**src/rtl/scr1_dmem_arbiter_pkg.sv**
```systemverilog
// Shared types and constants for the two-master SCR1 dmem arbiter.
package scr1_arb_pkg;

  localparam int SCR1_DMEM_AWIDTH = 32;
  localparam int SCR1_DMEM_DWIDTH = 32;
  localparam int SCR1_ARB_CNT_W   = 8;

  typedef enum logic {
    SCR1_MEM_CMD_RD = 1'b0,
    SCR1_MEM_CMD_WR = 1'b1
  } type_scr1_mem_cmd_e;

  typedef enum logic [1:0] {
    SCR1_MEM_WIDTH_BYTE  = 2'b00,
    SCR1_MEM_WIDTH_HWORD = 2'b01,
    SCR1_MEM_WIDTH_WORD  = 2'b10,
    SCR1_MEM_WIDTH_ERROR = 2'b11
  } type_scr1_mem_width_e;

  typedef enum logic [1:0] {
    SCR1_MEM_RESP_IDLE   = 2'b00,
    SCR1_MEM_RESP_RDY_OK = 2'b01,
    SCR1_MEM_RESP_RDY_ER = 2'b10
  } type_scr1_mem_resp_e;

  typedef enum logic {
    ARB_ADDR = 1'b0,
    ARB_DATA = 1'b1
  } type_scr1_arb_fsm_e;

  typedef enum logic {
    ARB_M0 = 1'b0,
    ARB_M1 = 1'b1
  } type_scr1_arb_mst_e;

endpackage

```
**src/rtl/scr1_dmem_arbiter_if.sv**
```systemverilog
// SCR1 dmem memif bundle: address phase req/req_ack, data phase resp/rdata.
interface scr1_dmem_arbiter_if;
  import scr1_arb_pkg::*;

  logic                        req;
  logic                        req_ack;
  type_scr1_mem_cmd_e          cmd;
  type_scr1_mem_width_e        width;
  logic [SCR1_DMEM_AWIDTH-1:0] addr;
  logic [SCR1_DMEM_DWIDTH-1:0] wdata;
  logic [SCR1_DMEM_DWIDTH-1:0] rdata;
  type_scr1_mem_resp_e         resp;

  // Requester side drives the address phase and receives the data phase.
  modport master (output req, cmd, width, addr, wdata,
                  input  req_ack, rdata, resp);

  // Responder side accepts the address phase and returns the data phase.
  modport slave  (input  req, cmd, width, addr, wdata,
                  output req_ack, rdata, resp);

endinterface

```
**src/rtl/scr1_dmem_arbiter_picker.sv**
```systemverilog
// Grant selection for the dmem arbiter: round-robin or fixed priority with an
// M1 starvation counter, plus a lock that pins the grant until the slave accepts.
module scr1_arb_picker import scr1_arb_pkg::*; #(
  parameter bit SCR1_ARB_RR_EN    = 1'b1,
  parameter int SCR1_ARB_MAX_WAIT = 8
) (
  input  logic               clk,
  input  logic               rst_n,
  input  logic               slot_open,
  input  logic               m0_req,
  input  logic               m1_req,
  input  logic               s_req_ack,
  output type_scr1_arb_mst_e grant,
  output logic               s_req
);

  localparam logic [SCR1_ARB_CNT_W-1:0] MAX_WAIT_C = SCR1_ARB_CNT_W'(SCR1_ARB_MAX_WAIT);

  type_scr1_arb_mst_e        last_gnt_r;
  type_scr1_arb_mst_e        lock_mst_r;
  logic                      lock_r;
  logic [SCR1_ARB_CNT_W-1:0] wait_cnt;
  logic                      gnt_req;
  logic                      accept;

  // Pick the winner; a pending unaccepted request keeps its grant.
  always_comb begin
    grant = ARB_M0;
    if (lock_r) begin
      grant = lock_mst_r;
    end else if (m0_req && !m1_req) begin
      grant = ARB_M0;
    end else if (m1_req && !m0_req) begin
      grant = ARB_M1;
    end else if (m0_req && m1_req) begin
      if (SCR1_ARB_RR_EN) begin
        grant = (last_gnt_r == ARB_M0) ? ARB_M1 : ARB_M0;
      end else begin
        grant = (wait_cnt == MAX_WAIT_C) ? ARB_M1 : ARB_M0;
      end
    end
  end

  // Reset gating keeps the slave request low while rst_n is held.
  assign gnt_req = (grant == ARB_M1) ? m1_req : m0_req;
  assign s_req   = gnt_req & slot_open & rst_n;
  assign accept  = s_req & s_req_ack;

  // Lock tracks a stalled address phase; last grant drives round-robin fairness.
  always_ff @(posedge clk or negedge rst_n) begin
    if (!rst_n) begin
      lock_r     <= 1'b0;
      lock_mst_r <= ARB_M0;
      last_gnt_r <= ARB_M1;
    end else begin
      if (slot_open) begin
        lock_r <= s_req & ~s_req_ack;
        if (s_req && !s_req_ack) lock_mst_r <= grant;
      end
      if (accept) last_gnt_r <= grant;
    end
  end

  // Count cycles M1 has been kept waiting, saturating at the forced-grant threshold.
  always_ff @(posedge clk or negedge rst_n) begin
    if (!rst_n) begin
      wait_cnt <= '0;
    end else if (SCR1_ARB_RR_EN || !m1_req) begin
      wait_cnt <= '0;
    end else if (accept && (grant == ARB_M1)) begin
      wait_cnt <= '0;
    end else if (wait_cnt != MAX_WAIT_C) begin
      wait_cnt <= wait_cnt + 1'b1;
    end
  end

endmodule

```
**src/rtl/scr1_dmem_arbiter.sv**
```systemverilog
// Two-master arbiter in front of one SCR1 dmem port. Address phases are muxed
// from the granted master; data phases are routed back to the recorded owner.
//
// state    | meaning
// ARB_ADDR | no transaction outstanding, slot open for a new accept
// ARB_DATA | one accepted transaction awaiting its response
module scr1_dmem_arbiter import scr1_arb_pkg::*; #(
  parameter bit SCR1_ARB_RR_EN    = 1'b1,
  parameter int SCR1_ARB_MAX_WAIT = 8
) (
  input logic                 clk,
  input logic                 rst_n,
  scr1_dmem_arbiter_if.slave  m0,
  scr1_dmem_arbiter_if.slave  m1,
  scr1_dmem_arbiter_if.master s
);

  type_scr1_arb_fsm_e fsm_r, fsm_next;
  type_scr1_arb_mst_e owner_r, owner_next;
  type_scr1_arb_mst_e grant;
  logic               slot_open;
  logic               s_req_int;
  logic               accept;
  logic               data_vld;

  // A new address phase may go out when idle, or overlap a successful response.
  assign slot_open = (fsm_r == ARB_ADDR) ||
                     ((fsm_r == ARB_DATA) && (s.resp == SCR1_MEM_RESP_RDY_OK));

  scr1_arb_picker #(
    .SCR1_ARB_RR_EN    (SCR1_ARB_RR_EN),
    .SCR1_ARB_MAX_WAIT (SCR1_ARB_MAX_WAIT)
  ) u_picker (
    .clk       (clk),
    .rst_n     (rst_n),
    .slot_open (slot_open),
    .m0_req    (m0.req),
    .m1_req    (m1.req),
    .s_req_ack (s.req_ack),
    .grant     (grant),
    .s_req     (s_req_int)
  );

  assign accept = s_req_int & s.req_ack;

  // Next state and next owner; an error response always closes the pipeline.
  always_comb begin
    fsm_next   = fsm_r;
    owner_next = owner_r;
    case (fsm_r)
      ARB_ADDR: begin
        if (accept) begin
          fsm_next   = ARB_DATA;
          owner_next = grant;
        end
      end
      ARB_DATA: begin
        case (s.resp)
          SCR1_MEM_RESP_RDY_OK: begin
            if (accept) owner_next = grant;
            else        fsm_next   = ARB_ADDR;
          end
          SCR1_MEM_RESP_RDY_ER: fsm_next = ARB_ADDR;
          default: ;
        endcase
      end
      default: fsm_next = ARB_ADDR;
    endcase
  end

  // State and owner registers.
  always_ff @(posedge clk or negedge rst_n) begin
    if (!rst_n) begin
      fsm_r   <= ARB_ADDR;
      owner_r <= ARB_M0;
    end else begin
      fsm_r   <= fsm_next;
      owner_r <= owner_next;
    end
  end

  assign s.req   = s_req_int;
  assign s.cmd   = (grant == ARB_M1) ? m1.cmd   : m0.cmd;
  assign s.width = (grant == ARB_M1) ? m1.width : m0.width;
  assign s.addr  = (grant == ARB_M1) ? m1.addr  : m0.addr;
  assign s.wdata = (grant == ARB_M1) ? m1.wdata : m0.wdata;

  assign m0.req_ack = accept & (grant == ARB_M0);
  assign m1.req_ack = accept & (grant == ARB_M1);

  // The response always belongs to the owner recorded at accept time.
  assign data_vld = (fsm_r == ARB_DATA);
  assign m0.resp  = (data_vld && owner_r == ARB_M0) ? s.resp  : SCR1_MEM_RESP_IDLE;
  assign m1.resp  = (data_vld && owner_r == ARB_M1) ? s.resp  : SCR1_MEM_RESP_IDLE;
  assign m0.rdata = (data_vld && owner_r == ARB_M0) ? s.rdata : '0;
  assign m1.rdata = (data_vld && owner_r == ARB_M1) ? s.rdata : '0;

`ifndef SYNTHESIS
  a_one_ack: assert property (@(posedge clk) disable iff (!rst_n)
                              !(m0.req_ack && m1.req_ack));
`endif

endmodule

```
**src/flat_wrapper.sv**
```systemverilog
// flat-port wrapper written by rule: the top's interface ports become plain ports
module scr1_dmem_arbiter_flat import scr1_arb_pkg::*;
#(
  parameter bit SCR1_ARB_RR_EN    = 1'b1,
  parameter int SCR1_ARB_MAX_WAIT = 8
)
  (clk, rst_n, m0_req, m0_cmd, m0_width, m0_addr, m0_wdata, m0_req_ack, m0_rdata, m0_resp, m1_req, m1_cmd, m1_width, m1_addr, m1_wdata, m1_req_ack, m1_rdata, m1_resp, s_req, s_cmd, s_width, s_addr, s_wdata, s_req_ack, s_rdata, s_resp);
  scr1_dmem_arbiter_if m0_i ();
  scr1_dmem_arbiter_if m1_i ();
  scr1_dmem_arbiter_if s_i ();
  input logic clk;
  input logic rst_n;
  input wire logic [$bits(m0_i.req)-1:0] m0_req;
  input wire logic [$bits(m0_i.cmd)-1:0] m0_cmd;
  input wire logic [$bits(m0_i.width)-1:0] m0_width;
  input wire logic [$bits(m0_i.addr)-1:0] m0_addr;
  input wire logic [$bits(m0_i.wdata)-1:0] m0_wdata;
  output wire logic [$bits(m0_i.req_ack)-1:0] m0_req_ack;
  output wire logic [$bits(m0_i.rdata)-1:0] m0_rdata;
  output wire logic [$bits(m0_i.resp)-1:0] m0_resp;
  input wire logic [$bits(m1_i.req)-1:0] m1_req;
  input wire logic [$bits(m1_i.cmd)-1:0] m1_cmd;
  input wire logic [$bits(m1_i.width)-1:0] m1_width;
  input wire logic [$bits(m1_i.addr)-1:0] m1_addr;
  input wire logic [$bits(m1_i.wdata)-1:0] m1_wdata;
  output wire logic [$bits(m1_i.req_ack)-1:0] m1_req_ack;
  output wire logic [$bits(m1_i.rdata)-1:0] m1_rdata;
  output wire logic [$bits(m1_i.resp)-1:0] m1_resp;
  output wire logic [$bits(s_i.req)-1:0] s_req;
  output wire logic [$bits(s_i.cmd)-1:0] s_cmd;
  output wire logic [$bits(s_i.width)-1:0] s_width;
  output wire logic [$bits(s_i.addr)-1:0] s_addr;
  output wire logic [$bits(s_i.wdata)-1:0] s_wdata;
  input wire logic [$bits(s_i.req_ack)-1:0] s_req_ack;
  input wire logic [$bits(s_i.rdata)-1:0] s_rdata;
  input wire logic [$bits(s_i.resp)-1:0] s_resp;
  assign m0_i.req = m0_req;
  assign m0_i.cmd = m0_cmd;
  assign m0_i.width = m0_width;
  assign m0_i.addr = m0_addr;
  assign m0_i.wdata = m0_wdata;
  assign m0_req_ack = m0_i.req_ack;
  assign m0_rdata = m0_i.rdata;
  assign m0_resp = m0_i.resp;
  assign m1_i.req = m1_req;
  assign m1_i.cmd = m1_cmd;
  assign m1_i.width = m1_width;
  assign m1_i.addr = m1_addr;
  assign m1_i.wdata = m1_wdata;
  assign m1_req_ack = m1_i.req_ack;
  assign m1_rdata = m1_i.rdata;
  assign m1_resp = m1_i.resp;
  assign s_req = s_i.req;
  assign s_cmd = s_i.cmd;
  assign s_width = s_i.width;
  assign s_addr = s_i.addr;
  assign s_wdata = s_i.wdata;
  assign s_i.req_ack = s_req_ack;
  assign s_i.rdata = s_rdata;
  assign s_i.resp = s_resp;
  scr1_dmem_arbiter #(.SCR1_ARB_RR_EN(SCR1_ARB_RR_EN), .SCR1_ARB_MAX_WAIT(SCR1_ARB_MAX_WAIT)) u_core (.clk(clk), .rst_n(rst_n), .m0(m0_i), .m1(m1_i), .s(s_i));
endmodule
```
**config.mk**
```make
export PLATFORM = sky130hd
export DESIGN_NAME = scr1_dmem_arbiter_flat
export DESIGN_NICKNAME = d
export VERILOG_FILES = /design/src/rtl/scr1_dmem_arbiter_pkg.sv /design/src/rtl/scr1_dmem_arbiter_if.sv /design/src/rtl/scr1_dmem_arbiter_picker.sv /design/src/rtl/scr1_dmem_arbiter.sv /design/src/flat_wrapper.sv
export SDC_FILE = /design/constraint.sdc
export NUM_CORES = 1
export LEC_CHECK = 0
export BUFFER_PORTS_ARGS = -buffer_cell sky130_fd_sc_hd__clkbuf_2
export CAP_MARGIN = 10
export CORE_AREA = 4 4 120 122
export CTS_BUF_LIST = sky130_fd_sc_hd__clkbuf_8
export DETAILED_ROUTE_END_ITERATION = 12
export DIE_AREA = 0 0 124 126
export GPL_TIMING_DRIVEN = 0
export PLACE_DENSITY_LB_ADDON = 0.3
export RECOVER_POWER = 25
export SLEW_MARGIN = 20
export SYNTH_ARGS = -nofsm -noshare
export SYNTH_HDL_FRONTEND = slang
export SYNTH_SLANG_ARGS = --single-unit
```
**constraint.sdc**
```tcl
create_clock -name clk -period 1.41 [get_ports clk]
set_input_delay 0.141 -clock clk [delete_from_list [all_inputs] [get_ports clk]]
set_output_delay 0.141 -clock clk [all_outputs]
set_load 0.005 [all_outputs]
```
==> flow_summary.yaml <==
critical_path:
  worst_setup_path_start_kind: "flip-flop"
  rrSetupSlack_ns: 0.03
  path_cells: "and2_4, a21o_4, buf_8, buf_12, mux2_4, clkbuf_2"
  rr_startpoint: "u_core.u_picker.lock_r"
  cpPeakStageDelay_ns: 0.42
  cp.required_ns: 1.27
  critPathKind: "flip-flop to primary output"
  crit_slowest_cell: "dfrtp_1"
  crit_path_max_fanout: 10
  reg2reg_depth: 3
  end_kind: "primary output"
  reg2reg_to: "u_core.u_picker.lock_r"
  critical_path_arrival_ns: 1.74
synth:
  seq_area_frac_synth_pct: 7.38
  synth-edff-count: 0
  avgSynthCellArea_sq_um: 8.73
  synth_cell_types: 29
  ys.flop_type: "dfrtp_1"
  yosys_warnings: 0
  async_reset_ff_share_pct: 100
  ys_seq_elements: 5
  synth_area_sq_mm: 0.00171
  synthesis.nets: 369
  syn_inst: 196
run_status:
  violations: "negative setup slack"
  outcome: "finished, violations left"
drt:
  via_per_inst: 4.15
  met3_length_um: 890
  drt_first_pass_iters: 4
  wl_met1_um: 3680
  top_layer: "met4"
  wl_um: 10200
  num_vias: 2945
  dr_wl_met2_um: 5550
  wl_per_cell_um: 14.4
  antenna_left: 0
  post-route-drc-count: 0
  drt-initial-drc-count: 120
sta:
  clock.fmax_ghz: 0.530
  finalHoldViolCount: 0
  fin_crit_sh_pct: 134
  rsz0062_at_grt: "true"
  relSlewSlack_pct: 67.3
  timing.final.ws_setup_ns: -0.476
  setup-violations-final: 70
  finalClockSkew_ns: 0.00545
  drv_slew: 0
  layout_min_cycle_time_ns: 1.89
  tightest_slew_ns: 0.485
global_routing:
  track_usage_pct: 11.4
  overflow: 0
  grt_max_degree: 11
  grt_pass1_wl_um: 14300
  antenna_found_initial: 0
  grt_pass1_vias: 2867
floorplanning:
  die_w_um: 124
  core.rowCount: 42
  pin_count: 311
  die_y_um: 126
  start_util_pct: 13.0
  coreArea_sq_mm: 0.0132
  fp.dieArea_sq_mm: 0.0156
clock_network:
  cts-buffers-inserted: 3
  cts.sinks: 5
  cts.clk_slew.worst_paths_ns: 0.04
  tritoncts: "yes"
  root_buffer: "clkbuf_8"
  clock_latency_ns: 0.23
  cts_htree_levels: 1
  ctsLongestPathBuffers: 2
layout:
  syn2layout_area_growth_pct: 140
  nets: 707
  antenna_cells: 0
  drive_gt1_share_pct: 82.2
  fin_cells: 709
  fill_cells: 1411
place:
  dpl.hpwl_um: 8810
  gp_congestion: 0.840
  io_buffer_count: 310
  placed_cells: 682
  dpl_worst_slack_ns: -0.329
power:
  cellLeakagePower_nw: 2.52
  p_per_area_mw_per_mm2: 957
  ir_drop_v: 0.000344
flow_run:
  max-cap-violations: 0
hold_path:
  holdPathEnd: "u_core.u_picker.lock_mst_r"
  min_from: "s_req_ack"
  holdPathStages: 2
  hp-class: "input pin to flip-flop"
routing by layer:
layer	global-route usage [%]	vias up
met1	12.3	1382
met4	1.87	0
met3	3.27	11
met2	21.9	141
li1	-	1411
met5	0	-
where the power goes:
group,switching (mW),internal (mW)
combinational,1.36,2.03
sequential,0.0749,0.204
clock,0.0775,0.187
total,1.51,2.42
worst max-delay path by stage:
stage                                     startpoint         end  slack (ns)
after global placement        u_core.u_picker.lock_r  s_addr[13]       -0.31
after detailed placement      u_core.u_picker.lock_r  s_addr[18]       -0.33
after CTS                 u_core.u_picker.last_gnt_r  s_addr[18]       -0.48
final                         u_core.u_picker.lock_r  s_addr[18]       -0.48
after global routing      u_core.u_picker.lock_mst_r  s_addr[18]       -0.54
after floorplan           u_core.u_picker.last_gnt_r  s_addr[12]       -0.08
synthesized netlist by cell type, types with 2 or more instances:
cell type / n / area share [%]
and3_1: 68 / 25
mux2_2: 48 / 32
mux2_4: 19 / 17
clkbuf_1: 14 / 3.1
inv_1: 5 / 1.1
buf_4: 4 / 1.8
dfrtp_1: 4 / 5.8
buf_6: 3 / 2.0
nand2_1: 3 / 0.66
a2111oi_0: 2 / 1.0
nand3_1: 2 / 0.58
nand3b_1: 2 / 0.88
nor2_1: 2 / 0.44
nor2b_1: 2 / 0.73
nor3_1: 2 / 0.58
o21ai_0: 2 / 0.58
o22ai_1: 2 / 0.73
layout by cell type, fill, tap and decap left out, types with 3 or more instances in the layout:
cell and instances:
and3_4 5, buf_4 12, clkbuf_2 305, mux2_4 23, clkbuf_8 3, buf_8 15, inv_1 5, and3_1 63
dfrtp_1 3, mux2_2 44, buf_6 10, clkbuf_16 5
critical path, delay by kind of cell, from the launching register on:
kind | cells | cell delay, ns
buffers and inverters | 3 | 0.39
flip-flops | 1 | 0.42
multiplexers | 1 | 0.30
AND/OR/NAND/NOR | 1 | 0.18
AO/OA/AOI/OAI | 1 | 0.21
sequential cells by signal, indices dropped and copies added (netlist names):
name / cells
u_core.u_picker.last_gnt_r: 1
u_core.data_vld: 1
u_core.u_picker.lock_r: 1
u_core.u_picker.lock_mst_r: 1
u_core.owner_r: 1
through the flow:
step | instance area (sq um) | setup TNS [ns] | hold WS (ns) | utilization (%) | total power [mW]
final | 4110 | -29.90 | 0.238 | 31.1 | 3.93
after global routing | 4110 | -35.77 | 0.254 | 31.1 | 4.23
after CTS | 3820 | -32.01 | 0.221 | 29.0 | 3.49
after detailed placement | 3500 | -23.23 | -0.00542 | 26.6 | 2.84
after global placement | 3500 | -20.14 | -0.00799 | 26.6 | 2.81
after floorplan | 1730 | -1.58 | -0.155 | - | 1.68
final cells by class:
class | count | area (sq um) | area share [%]
Buffer | 21 | 294 | 7.16
Clock buffer | 3 | 41.3 | 1.01
Clock inverter | 1 | 3.75 | 0.0914
Inverter | 5 | 23.8 | 0.579
Multi-Input combinational cell | 165 | 1560 | 37.9
Sequential cell | 5 | 128 | 3.11
Tap cell | 176 | 220 | 5.36
Timing Repair Buffer | 333 | 1840 | 44.8
timing repair:
action / CTS / global route
hold buffers: 1 / 0
setup endpoints to repair: 140 / 141
pin swaps: 7 / 8
gates cloned: 0 / 5
endpoints found under the hold margin: 5 / 0
resized for setup: 54 / 45
buffers inserted: 11 / 6
kinds of logic (layout without fill, tap and decap cells):
| family | count (synthesis) | after routing | share of synthesized area, % |
|---|---|---|---|
| AND/OR/NAND/NOR | 85 | 85 | 30.6 |
| multiplexers | 67 | 67 | 48.2 |
| buffers and inverters | 26 | 363 | 7.89 |
| AO/OA/AOI/OAI | 13 | 13 | 5.92 |
| flip-flops | 5 | 5 | 7.38 |
Note: power is estimated with default switching activity, not from simulation.
